[src/rtl/mem_arb_pkg.sv]
// Shared definitions for the memory port arbiter: controller state encoding,
// requester index constants and the round-robin successor function.
package mem_arb_pkg;

    typedef enum logic [1:0] {
        IDLE   = 2'd0,
        ACCESS = 2'd1,
        WAIT   = 2'd2
    } state_t;

    localparam logic [1:0] REQ_FETCH = 2'd0;
    localparam logic [1:0] REQ_OPND  = 2'd1;
    localparam logic [1:0] REQ_WB    = 2'd2;
    localparam logic [1:0] REQ_STACK = 2'd3;

    // Successor within the round-robin ring {fetch, operand, stack}.
    // Writeback is never part of the ring, so it maps back to fetch.
    function automatic logic [1:0] rr_next(input logic [1:0] idx);
        case (idx)
            REQ_FETCH: rr_next = REQ_OPND;
            REQ_OPND:  rr_next = REQ_STACK;
            default:   rr_next = REQ_FETCH;
        endcase
    endfunction

endpackage

[src/rtl/rr_pick.sv]
// Combinational 3-way round-robin selector over requesters fetch, operand and
// stack. The search starts at rr and walks the ring upward, wrapping 3 to 0.
// Ports:
//   mask   in  4  request mask (bit 2 is ignored)
//   rr     in  2  current round-robin pointer
//   winner out 2  index of the selected requester
//   valid  out 1  a ring requester was found
module rr_pick
    import mem_arb_pkg::*;
(
    input  logic [3:0] mask,
    input  logic [1:0] rr,
    output logic [1:0] winner,
    output logic       valid
);

    always_comb begin
        logic [1:0] cand;
        winner = REQ_FETCH;
        valid  = 1'b0;
        cand   = rr;
        for (int k = 0; k < 3; k++) begin
            if (!valid && mask[cand] && cand != REQ_WB) begin
                winner = cand;
                valid  = 1'b1;
            end
            cand = rr_next(cand);
        end
    end

endmodule

[src/rtl/mem_port_arb.sv]
// Single-port memory arbiter for four pipeline requesters. Writeback has
// absolute priority; fetch, operand and stack share the port round-robin.
// One transaction is in flight at a time: IDLE arbitrates, ACCESS drives the
// memory for one cycle, WAIT counts out the read latency.
// Ports:
//   clk, rst         clock (rising edge), async active-high reset
//   req, we          per-requester request and write flag
//   addr, wdata      packed per-requester address / write data
//   gnt, done        one-hot grant and completion pulses
//   rdata            read data, valid with the read completion pulse
//   stall            pipeline hold: some requester is waiting on completion
//   mem_*            memory interface
module mem_port_arb
    import mem_arb_pkg::*;
#(
    parameter int AW  = 8,
    parameter int DW  = 16,
    parameter int LAT = 2
) (
    input  logic            clk,
    input  logic            rst,
    input  logic [3:0]      req,
    input  logic [3:0]      we,
    input  logic [4*AW-1:0] addr,
    input  logic [4*DW-1:0] wdata,
    output logic [3:0]      gnt,
    output logic [3:0]      done,
    output logic [DW-1:0]   rdata,
    output logic            stall,
    output logic            mem_en,
    output logic            mem_we,
    output logic [AW-1:0]   mem_addr,
    output logic [DW-1:0]   mem_wdata,
    input  logic [DW-1:0]   mem_rdata
);

    localparam logic [1:0] CNT_LOAD = 2'(LAT - 1);

    state_t     state;
    logic [1:0] rr;
    logic [1:0] cnt;
    logic [1:0] lat_idx;
    logic       lat_we;

    logic [1:0] rr_win;
    logic       rr_valid;
    logic [1:0] pick_idx;
    logic       pick_valid;
    logic [3:0] pick_onehot;
    logic [3:0] lat_onehot;

    rr_pick u_rr_pick (
        .mask   (req),
        .rr     (rr),
        .winner (rr_win),
        .valid  (rr_valid)
    );

    assign pick_idx    = req[REQ_WB] ? REQ_WB : rr_win;
    assign pick_valid  = req[REQ_WB] | rr_valid;
    assign pick_onehot = 4'b0001 << pick_idx;
    assign lat_onehot  = 4'b0001 << lat_idx;

    assign stall = |(req & ~done);

    // Read data only passes through during a read completion, which always
    // happens in WAIT; write completions occur in ACCESS and leave rdata at 0.
    assign rdata = (state == WAIT && done != 4'b0000) ? mem_rdata : '0;

    // mem_addr / mem_wdata double as the latched address and write data:
    // they are captured at arbitration and are only non-zero during ACCESS.
    always_ff @(posedge clk or posedge rst) begin
        if (rst) begin
            state     <= IDLE;
            rr        <= REQ_FETCH;
            cnt       <= 2'd0;
            lat_idx   <= 2'd0;
            lat_we    <= 1'b0;
            gnt       <= 4'b0000;
            done      <= 4'b0000;
            mem_en    <= 1'b0;
            mem_we    <= 1'b0;
            mem_addr  <= '0;
            mem_wdata <= '0;
        end else begin
            case (state)
                IDLE: begin
                    if (pick_valid) begin
                        state     <= ACCESS;
                        lat_idx   <= pick_idx;
                        lat_we    <= we[pick_idx];
                        gnt       <= pick_onehot;
                        mem_en    <= 1'b1;
                        mem_we    <= we[pick_idx];
                        mem_addr  <= addr[int'(pick_idx)*AW +: AW];
                        mem_wdata <= wdata[int'(pick_idx)*DW +: DW];
                        done      <= we[pick_idx] ? pick_onehot : 4'b0000;
                        if (pick_idx != REQ_WB) begin
                            rr <= rr_next(pick_idx);
                        end
                    end
                end
                ACCESS: begin
                    gnt       <= 4'b0000;
                    mem_en    <= 1'b0;
                    mem_we    <= 1'b0;
                    mem_addr  <= '0;
                    mem_wdata <= '0;
                    if (lat_we) begin
                        done  <= 4'b0000;
                        state <= IDLE;
                    end else begin
                        state <= WAIT;
                        cnt   <= CNT_LOAD;
                        // With a one-cycle latency the single WAIT cycle is
                        // already the completion cycle.
                        done  <= (LAT == 1) ? lat_onehot : 4'b0000;
                    end
                end
                WAIT: begin
                    if (cnt == 2'd0) begin
                        state <= IDLE;
                        done  <= 4'b0000;
                    end else begin
                        cnt  <= cnt - 2'd1;
                        done <= (cnt == 2'd1) ? lat_onehot : 4'b0000;
                    end
                end
                default: begin
                    state <= IDLE;
                end
            endcase
        end
    end

endmodule

[config.mk]
export PLATFORM = sky130hd
export DESIGN_NAME = mem_port_arb
export DESIGN_NICKNAME = d
export VERILOG_FILES = /design/src/rtl/mem_arb_pkg.sv /design/src/rtl/rr_pick.sv /design/src/rtl/mem_port_arb.sv
export SDC_FILE = /design/constraint.sdc
export NUM_CORES = 1
export LEC_CHECK = 0
export ABC_AREA = 1
export BUFFER_PORTS_ARGS = -buffer_cell sky130_fd_sc_hd__buf_2
export CAP_MARGIN = 20
export CORE_UTILIZATION = 25
export CTS_CLUSTER_DIAMETER = 30
export DETAILED_ROUTE_END_ITERATION = 16
export PLACE_DENSITY_LB_ADDON = 0.1
export SETUP_SLACK_MARGIN = 0.3
export SYNTH_ARGS = -nofsm -noshare
export SYNTH_HDL_FRONTEND = slang
export SYNTH_SLANG_ARGS = --single-unit
[constraint.sdc]
create_clock -name clk -period 1.74 [get_ports clk]
set_input_delay 0.348 -clock clk [delete_from_list [all_inputs] [get_ports clk]]
set_output_delay 0.348 -clock clk [all_outputs]
set_load 0.02 [all_outputs]
==> results of run 1 <==
## final cells by class
type                       count  area share, %
clock buffer                   6          2.586
clock inverter                 2         0.6524
inverter                      41          2.959
multi-input combinational    419          42.06
sequential                    43          20.13
tap                          172          4.007
timing repair buffer         214          27.61
## sequential cells by signal (all words and copies together), names as in the netlist
register and cells:
done 4, rr 2, cnt 2, gnt 4, lat_idx 2, state 2, mem_wdata 16, mem_addr 8
mem_we 1, lat_we 1, mem_en 1
## through the flow
| stage | hold WS (ns) | total power [mW] | instance area (µm²) | TNS (ns) | std cells |
|---|---|---|---|---|---|
| 2_1_floorplan | 0.4496 | 5.777 | 3430 | 0 | 537 |
| 3_3_place_gp | 0.3052 | 7.529 | 4594 | -5.637 | 876 |
| 3_5_place_dp | 0.3139 | 7.591 | 4594 | -7.392 | 876 |
| 4_1_cts | 0.006689 | 9.281 | 4972 | -4.556 | 889 |
| 5_1_grt | 0.02291 | 10.65 | 5370 | -12.18 | 897 |
| 6_report | -0.0006201 | 9.823 | 5370 | -6.707 | 897 |
## power groups by stage
stage | clock network (mW) | logic, mW | registers (mW)
4_1_cts | 1.12 | 6.50 | 1.66
3_5_place_dp | 0 | 5.93 | 1.66
3_3_place_gp | 0 | 5.88 | 1.65
6_report | 1.11 | 7.05 | 1.66
5_1_grt | 1.16 | 7.78 | 1.71
2_1_floorplan | 0 | 3.83 | 1.94
## path summary, 6_finish.rpt
path	to
setup / recovery	rdata[7]
hold / removal	mem_addr[7]
setup reg to reg	mem_wdata[3]
hold reg to reg	mem_wdata[13]
max in group asynchronous	rr[1]
min in group clk	done[2]
## cells by family after synthesis
family | share of synthesized area, %
and+or+nand+nor | 50.06
adders and majority gates | 1.893
buffers and inverters | 10.19
AOI/OAI and AO/OA | 5.301
DFF | 32.56
## placed cells by master, fill, tap and decap left out, types with 2 or more instances in the layout
master       n
a21oi_1      8
buf_12       9
buf_2      155
buf_4       25
buf_6       21
clkbuf_16    8
dfrtp_1     39
dfrtp_2      4
ha_1         3
inv_1       28
inv_2       11
inv_4        2
nand2_1    253
nand2_2     26
nand2_4      4
nand3_1      5
nand3_2      4
nand3_4      2
nand4_1     54
nand4_2      2
nor2_1       6
nor2_4      24
nor3_1       3
o21ai_0      2
o21ai_1      3
o21ai_2      5
o21ai_4      2
o22ai_1      3
o31ai_1      2
## synth_stat cells, drive strengths merged
master   number
o22ai         3
o31ai         3
buf          22
clkbuf       12
nor3          3
nand4        56
a21oi         9
nand3        11
inv          41
o41ai         1
nor2         31
ha            5
dfrtp        43
o21ai        12
o21a          1
a2bb2oi       1
nand2       283
## layer usage
layer	GRT usage [%]	vias to the layer above
li1	-	2094
met1	21.52	1931
met2	30.89	123
met3	3.708	12
met4	3.882	0
met5	0	-
## repair_timing
| action | 4_1_cts | 5_1_grt |
|---|---|---|
| setup endpoints to repair | 60 | 60 |
| hold buffers | 0 | 0 |
| pin swaps | 2 | 10 |
| buffers inserted | 3 | 6 |
| cloned | 2 | 2 |
| resized for setup | 31 | 98 |
==> flow_summary.ini, run 1 <==
[cts]
cts_max_level = 2
cts_root_buffer = clkbuf_16
cts_made_buffers = 5
tritoncts = done
clock_sinks = 43
insertion_delay_ns = 0.29
clk_path_buf_depth = 2
clk_pin_slew_worst_paths_ns = 0.06

[drt]
highest_layer = met4
wl_met2_um = 6127
wl_per_cell_um = 13.83
antenna_left = 0
wl_um = 12410
vias = 4160
firstDrtPassIters = 4
met1Wirelength_um = 5384
met3_length_um = 736
via_per_inst = 4.638
drt_iter0_drc = 168
drc = 0

[setup_path]
critPathKind = flip-flop to primary output
worst-path-buf-inv = 3
r2r_start = rr[1]
crit_fanout = 8
max_stage_delay_ns = 0.42
crit_family = buffers and inverters
cp_data_required_time_ns = 1.39
arrival_ns = 1.56
reg2reg_depth = 13
reg2reg_slack_ns = -0.16
path_cells = o41ai_4 -> buf_4 -> clkbuf_16 -> nor2_4 -> buf_6
crit_cells = 5
cp-startpoint = done[2]
cp_slowest_cell = dfrtp_2
crit_path_end_kind = primary output
crit_path_start_kind = flip-flop

[synthesis]
ys_ff_latch = 43
synth_area_leaders = dfrtp_1 33%, nand2_1 32%, nand4_1 10%
yosysSeqAreaShare_pct = 32.56
synth_cells = 537
ys_types = 27
synth_area_um2 = 3304
synth_top_cell_by_area = dfrtp_1
syn_area_per_cell_um2 = 6.153
syn_nets = 664
yosys.area.top_type_share_pct = 32.56
ys_warn_count = 0

[die]
coreArea_um2 = 12770
io_pins = 173
die_area_um2 = 13680
num_rows = 41
die_y_um = 117.0
start_util_pct = 25.87
chipWidth_um = 117.0

[cells_and_area]
num_antenna_cells = 0
nFillCells = 1372
seqCellArea_um2 = 1081
multi_input_area_um2 = 2258
nets = 851
post-route-util_pct = 42.04
syn_to_final_growth_pct = 62.51
drive_gt1_share_pct = 43.45

[status]
violations = hold timing, setup timing
status = finished, violations left

[sta]
worst_slack_ns = -0.1706
tightestPinTransition_ns = 0.3753
setup_viol = 53
period_minus_slack_ns = 1.911
fmax_mhz = 523.4
rsz0062_at_grt = yes
holdWs_ns = -0.0006201
finalClockSkew_ns = 0.004326
slew_violations = 0
maxSlewHeadroom_pct = 74.98
post-route-period-util_pct = 109.8
hold_viol_final = 2

[placement]
dp_worst_setup_slack_ns = -0.2339
gp_congestion = 0.8184
dp_hpwl_um = 8710
portBuffers = 172

[power]
power.switching_mw = 4.934
p_int_mw = 4.890
p_leak_nw = 3.040
clock_power_share_pct = 11.2
power.share.combinational_pct = 71.8
power_frac_seq_pct = 16.9
power.density_nw_per_um2 = 1829
power_switching_share_pct = 50.22
ir_drop_v = 0.0009012

[grt]
antenna_found_initial = 0
track_usage_pct = 17.38
grt_pass1_wl_um = 18460
grt_pass1_vias = 3773
overflow = 0
grt_max_degree = 51

[hold_path]
holdCritPathClass = input port to async pin

[flow_run]
maxCapViolCount = 0
Note: power is estimated with default switching activity, not from simulation.
==> run 2: changes to the inputs <==
--- a/config.mk
+++ b/config.mk
@@ -9,4 +9,5 @@
 export BUFFER_PORTS_ARGS = -buffer_cell sky130_fd_sc_hd__buf_2
 export CAP_MARGIN = 20
+export CORE_MARGIN = 1.5
 export CORE_UTILIZATION = 25
 export CTS_CLUSTER_DIAMETER = 30
==> constraint.sdc (replaced) <==
create_clock -name clk -period 1.74 [get_ports clk]
set_input_delay 0.087 -clock clk [delete_from_list [all_inputs] [get_ports clk]]
set_output_delay 0.087 -clock clk [all_outputs]
set_load 0.02 [all_outputs]
==> run 2 against run 1 <==
Net effect: non-clock buffer count grew 8; combinational power up 0.7%; critical path depth is 8 higher; core utilization unchanged; first-iteration DRC count down 3.6%; critical endpoint is now mem_wdata[11]; the run ends with setup timing left; clock power decreased by 15%; clock-buffer cell count down 1; largest cell class unchanged; via count rose by 0.72%; clock skew grew 0.0046 ns.
==> flow_summary.ini, run 2 (synthesized netlist as in run 1, its figures left out) <==
[sta]
worst_slack_ns = -0.1494
tns_ns = -3.786
rsz0062_at_grt = yes
slew_violations = 0
tightestPinTransition_ns = 0.4828
setup_viol = 40
period_minus_slack_ns = 1.889
finalClockSkew_ns = 0.008886
fmax_mhz = 529.3
maxSlewHeadroom_pct = 67.77
post-route-period-util_pct = 108.6
hold_viol_final = 0

[cells_and_area]
drive_gt1_share_pct = 40.25
final_common_cell = nand2_1
finalInstanceArea_um2 = 5370
post-route-util_pct = 42.04
syn_to_final_growth_pct = 62.51
largestRegisters = mem_wdata (16), mem_addr (8)
regMostFlops = mem_wdata
nets = 859
largest_reg_flops = 16
num_antenna_cells = 0
layout_common_cells = 271 x nand2_1, 156 x buf_2, 54 x nand4_1

[power]
ir_drop_v = 0.0008709
p_leak_nw = 3.049
finalPower_mw = 9.730
power.density_nw_per_um2 = 1812

[setup_path]
reg2reg_slack_ns = -0.15
crit_fanout = 7
cp_data_required_time_ns = 1.95
arrival_ns = 2.10
cp_slowest_cell = dfrtp_2
critPathKind = flip-flop to flip-flop
path_cells = nor2_4 -> nand2_1 -> nand2_2 -> nor2_4 -> buf_4 -> inv_2 -> nand2_2 -> nor2_4 -> nand2_4 -> o21ai_4 -> clkbuf_16 -> nand2_1 -> nand2_1
r2r_start = rr[1]
rr_endpoint = mem_wdata[11]
reg2reg_depth = 13
crit_path_start_kind = flip-flop
max_stage_delay_ns = 0.47
crit_path_end_kind = flip-flop

[cts]
cts_root_buffer = clkbuf_16
cts_made_buffers = 5
insertion_delay_ns = 0.28
tritoncts = done
clk_pin_slew_worst_paths_ns = 0.07
clk_path_buf_depth = 2
cts_max_level = 2
clock_sinks = 43

[drt]
wl_per_cell_um = 13.59
drt_iter0_drc = 162
vias = 4190
antenna_left = 0
drc = 0
firstDrtPassIters = 4
wl_um = 12300
via_per_inst = 4.630

[placement]
post_dp_cell_area_um2 = 4612
dp_hpwl_um = 8704
dp_worst_setup_slack_ns = -0.1474
portBuffers = 172
gp_congestion = 0.7848

[die]
io_pins = 173
coreArea_um2 = 12770
die_y_um = 118.0
num_rows = 41
start_util_pct = 25.87
die_area_um2 = 13920
chipWidth_um = 118.0

[grt]
grt_pass1_vias = 3989
track_usage_pct = 16.38
grt_max_degree = 35
antenna_found_initial = 0
grt_pass1_wl_um = 19200
overflow = 0

[status]
status = finished, violations left
violations = setup timing

[hold_path]
whs_endpoint = done[2]
hold_depth = 3
worstHoldStart = req[2]
holdCritPathClass = input port to flip-flop

[flow_run]
maxCapViolCount = 0
## run 2: per-stage QoR
stage	instances	hold WS [ns]
after global placement	882	0.1393
after CTS	894	0.08351
after global routing	905	0.1129
after floorplan	537	0.2443
after detailed placement	882	0.1412
final	905	0.08935
## run 2: area by class of cell
class                   instances  area (µm²)
fillers                      1359        7403
multi-input cells             419        2222
repair buffers                222        1551
flip-flops and latches         43        1080
well taps                     172       215.2
inverters                      41       156.4
clock buffers                   5       125.1
clock inverters                 3       20.02
## run 2: repair_timing
| action | 4_1_cts | 5_1_grt |
|---|---|---|
| pin swaps | 4 | 3 |
| gates resized for setup | 89 | 18 |
| gates cloned | 0 | 5 |
| endpoints found under the hold margin | 19 | 0 |
| buffers inserted | 3 | 6 |
| hold buffers | 1 | 0 |
| setup endpoints to repair | 59 | 59 |
## run 2: routing by layer
layer / up-vias / wire, µm / part of all wire, % / GRT usage (%)
li1: 2104 / - / - / -
met1: 1905 / 5493 / 45 / 20.96
met2: 165 / 5973 / 49 / 29.31
met3: 16 / 689 / 5.6 / 2.955
met4: 0 / 140 / 1.1 / 2.287
met5: - / 0 / 0 / 0
## run 2: power by group
group	internal (mW)	total [mW]	switching [mW]
Clock	0.530	0.944	0.414
Combinational	2.91	7.10	4.19
Sequential	1.39	1.69	0.293
Total	4.83	9.73	4.90
## run 2: critical path: cells and delay by family (launching register included)
| kind | cells | cell delay (ns) |
|---|---|---|
| AO/OA/AOI/OAI | 1 | 0.18 |
| buffers and inverters | 3 | 0.41 |
| AND/OR/NAND/NOR | 9 | 0.76 |
| flip-flops | 1 | 0.47 |
## run 2: how the worst max path moves through the flow
stage / endpoint / from / cells after the start / slack, ns
finish: mem_wdata[11] / rr[1] / 13 / -0.15
global route: rr[1] / rr[1] / 14 / -0.28
global placement: rr[1] / rr[0] / 10 / -0.10
floorplan: mem_addr[6] / rr[1] / 17 / 0.07
CTS: mem_wdata[2] / rr[1] / 13 / -0.06
detailed placement: mem_wdata[0] / rr[1] / 13 / -0.15
==> run 3: changes to the inputs <==
- CORE_ASPECT_RATIO: default -> 1.75
- HOLD_SLACK_MARGIN: default -> 0.1
- SKIP_CTS_REPAIR_TIMING: default -> 1
==> run 3 against run 2 <==
Net effect: the flow still finishes with violations (setup timing); non-clock buffer count rose by 2; final area rose by 1.6%; final cell count rose by 0.11%; maximum frequency rose by 1.3%; largest power group unchanged; sequential power barely moved; hold slack improved by 0.0082 ns; clock-buffer cell count rose by 1; first-iteration DRC count rose by 4.3%; sequential share of layout area fell by 0.26 points.
==> flow_summary.ini, run 3 (synthesized netlist as in run 1, its figures left out) <==
[cts]
clock_sinks = 43
insertion_delay_ns = 0.29
tritoncts = done
cts_max_level = 2
clk_pin_slew_worst_paths_ns = 0.07
cts_root_buffer = clkbuf_16
clk_path_buf_depth = 2
cts_made_buffers = 5

[cells_and_area]
largestRegisters = mem_wdata (16), mem_addr (8)
syn_to_final_growth_pct = 65.05
num_antenna_cells = 0
final_common_cell = nand2_1
drive_gt1_share_pct = 42.31
layoutNonFillerInstCount = 906
layout_common_cells = 266 x nand2_1, 156 x buf_2, 54 x nand4_1
regMostFlops = mem_wdata
largest_reg_flops = 16
nets = 861

[setup_path]
worst-path-buf-inv = 2
crit_fanout = 12
crit_path_start_kind = flip-flop
cp_slowest_cell = dfrtp_2
crit_path_end_kind = flip-flop
path_cells = nor2_4 -> nand2_2 -> nand3_4 -> nand2_4 -> nand4_1 -> nand2_1 -> nor2_4 -> buf_12 -> clkbuf_16 -> nand2_1 -> nand2_1 -> nand2_1 -> nand2_1
crit_cells = 13
cp_data_required_time_ns = 1.97
crit_end = mem_wdata[11]
max_stage_delay_ns = 0.46
critPathKind = flip-flop to flip-flop
crit_top_cell = nand2_1
rr_endpoint = mem_wdata[11]
arrival_ns = 2.09
reg2reg_depth = 13
crit_family = simple AND/OR/NAND/NOR gates
r2r_start = rr[1]
cp-startpoint = rr[1]
reg2reg_slack_ns = -0.12

[drt]
wl_per_cell_um = 14.46
drt_iter0_drc = 169
vias = 4213
antenna_left = 0
wl_um = 13100
via_per_inst = 4.650
drc = 0
firstDrtPassIters = 5

[sta]
holdWs_ns = 0.09752
rsz0062_at_grt = yes
post-route-period-util_pct = 107.2
tns_ns = -3.168
maxSlewHeadroom_pct = 61.10
period_minus_slack_ns = 1.865
slew_violations = 0
fmax_mhz = 536.3
worst_slack_ns = -0.1247
hold_viol_final = 0
setup_viol = 34
tightestPinTransition_ns = 0.5835
finalClockSkew_ns = 0.006414

[power]
p_leak_nw = 3.083
power.density_nw_per_um2 = 1836
ir_drop_v = 0.0006836

[placement]
dp_worst_setup_slack_ns = -0.1904
dp.cells = 879
dp_hpwl_um = 9017
gp_congestion = 0.8169
portBuffers = 172

[hold_path]
holdCritPathClass = input port to flip-flop

[grt]
grt_pass1_wl_um = 18460
overflow = 0
antenna_found_initial = 0
grt_max_degree = 51
grt_pass1_vias = 3845
track_usage_pct = 16.35

[die]
coreArea_um2 = 12940
die_y_um = 155.1
io_pins = 173
start_util_pct = 25.54
die_area_um2 = 13940
chipWidth_um = 89.91
num_rows = 55

[flow_run]
maxCapViolCount = 0

[status]
violations = setup timing
status = finished, violations left
## run 3: how the worst min path moves through the flow
stage	slack, ns	startpoint	end	cells after the start
2_1_floorplan	0.24	req[2]	done[2]	2
4_1_cts	-0.03	rst	mem_wdata[3]	3
5_1_grt	0.11	we[1]	done[1]	3
3_5_place_dp	0.29	rst	mem_wdata[3]	3
3_3_place_gp	0.29	rst	mem_wdata[0]	3
6_report	0.1	we[1]	done[1]	3
## run 3: area by class of cell
type / instances / area (µm²)
Clock buffer: 6 / 128.9
Clock inverter: 2 / 13.76
Fill cell: 1419 / 7483
Inverter: 41 / 161.4
Multi-Input combinational cell: 419 / 2257
Sequential cell: 43 / 1082
Tap cell: 171 / 214.0
Timing Repair Buffer: 224 / 1597
## run 3: stage by stage
step           power, mW  cell area (µm²)  utilization (%)
4_1_cts            8.488             4701            36.33
6_report           10.01             5454            42.16
2_1_floorplan      5.774             3407                -
5_1_grt            10.86             5454            42.16
3_5_place_dp       7.501             4558            35.23
3_3_place_gp       7.444             4558            35.23
## run 3: metal layers
layer  vias to the layer above  share of wire (%)  routed length [µm]  GRT usage (%)
met1                      1966                 39                5103          17.37
li1                       2114                  -                   -              -
met4                         0                1.4                 183          4.611
met2                       123                 55                7223          32.21
met5                         -                  0                   0              0
met3                        10                4.5                 587          3.177
## run 3: worst register-to-register path, delay by kind of cell, from the launching register on
kind / cells / cell delay [ns]
simple gates: 11 / 1.00
flops: 1 / 0.46
buf+inv: 2 / 0.32
## run 3: where the power goes
part           total (mW)  internal, mW  switching [mW]
combinational        7.40          3.01            4.39
clock               0.947         0.533           0.414
sequential           1.67          1.40           0.272
total                10.0          4.94            5.07
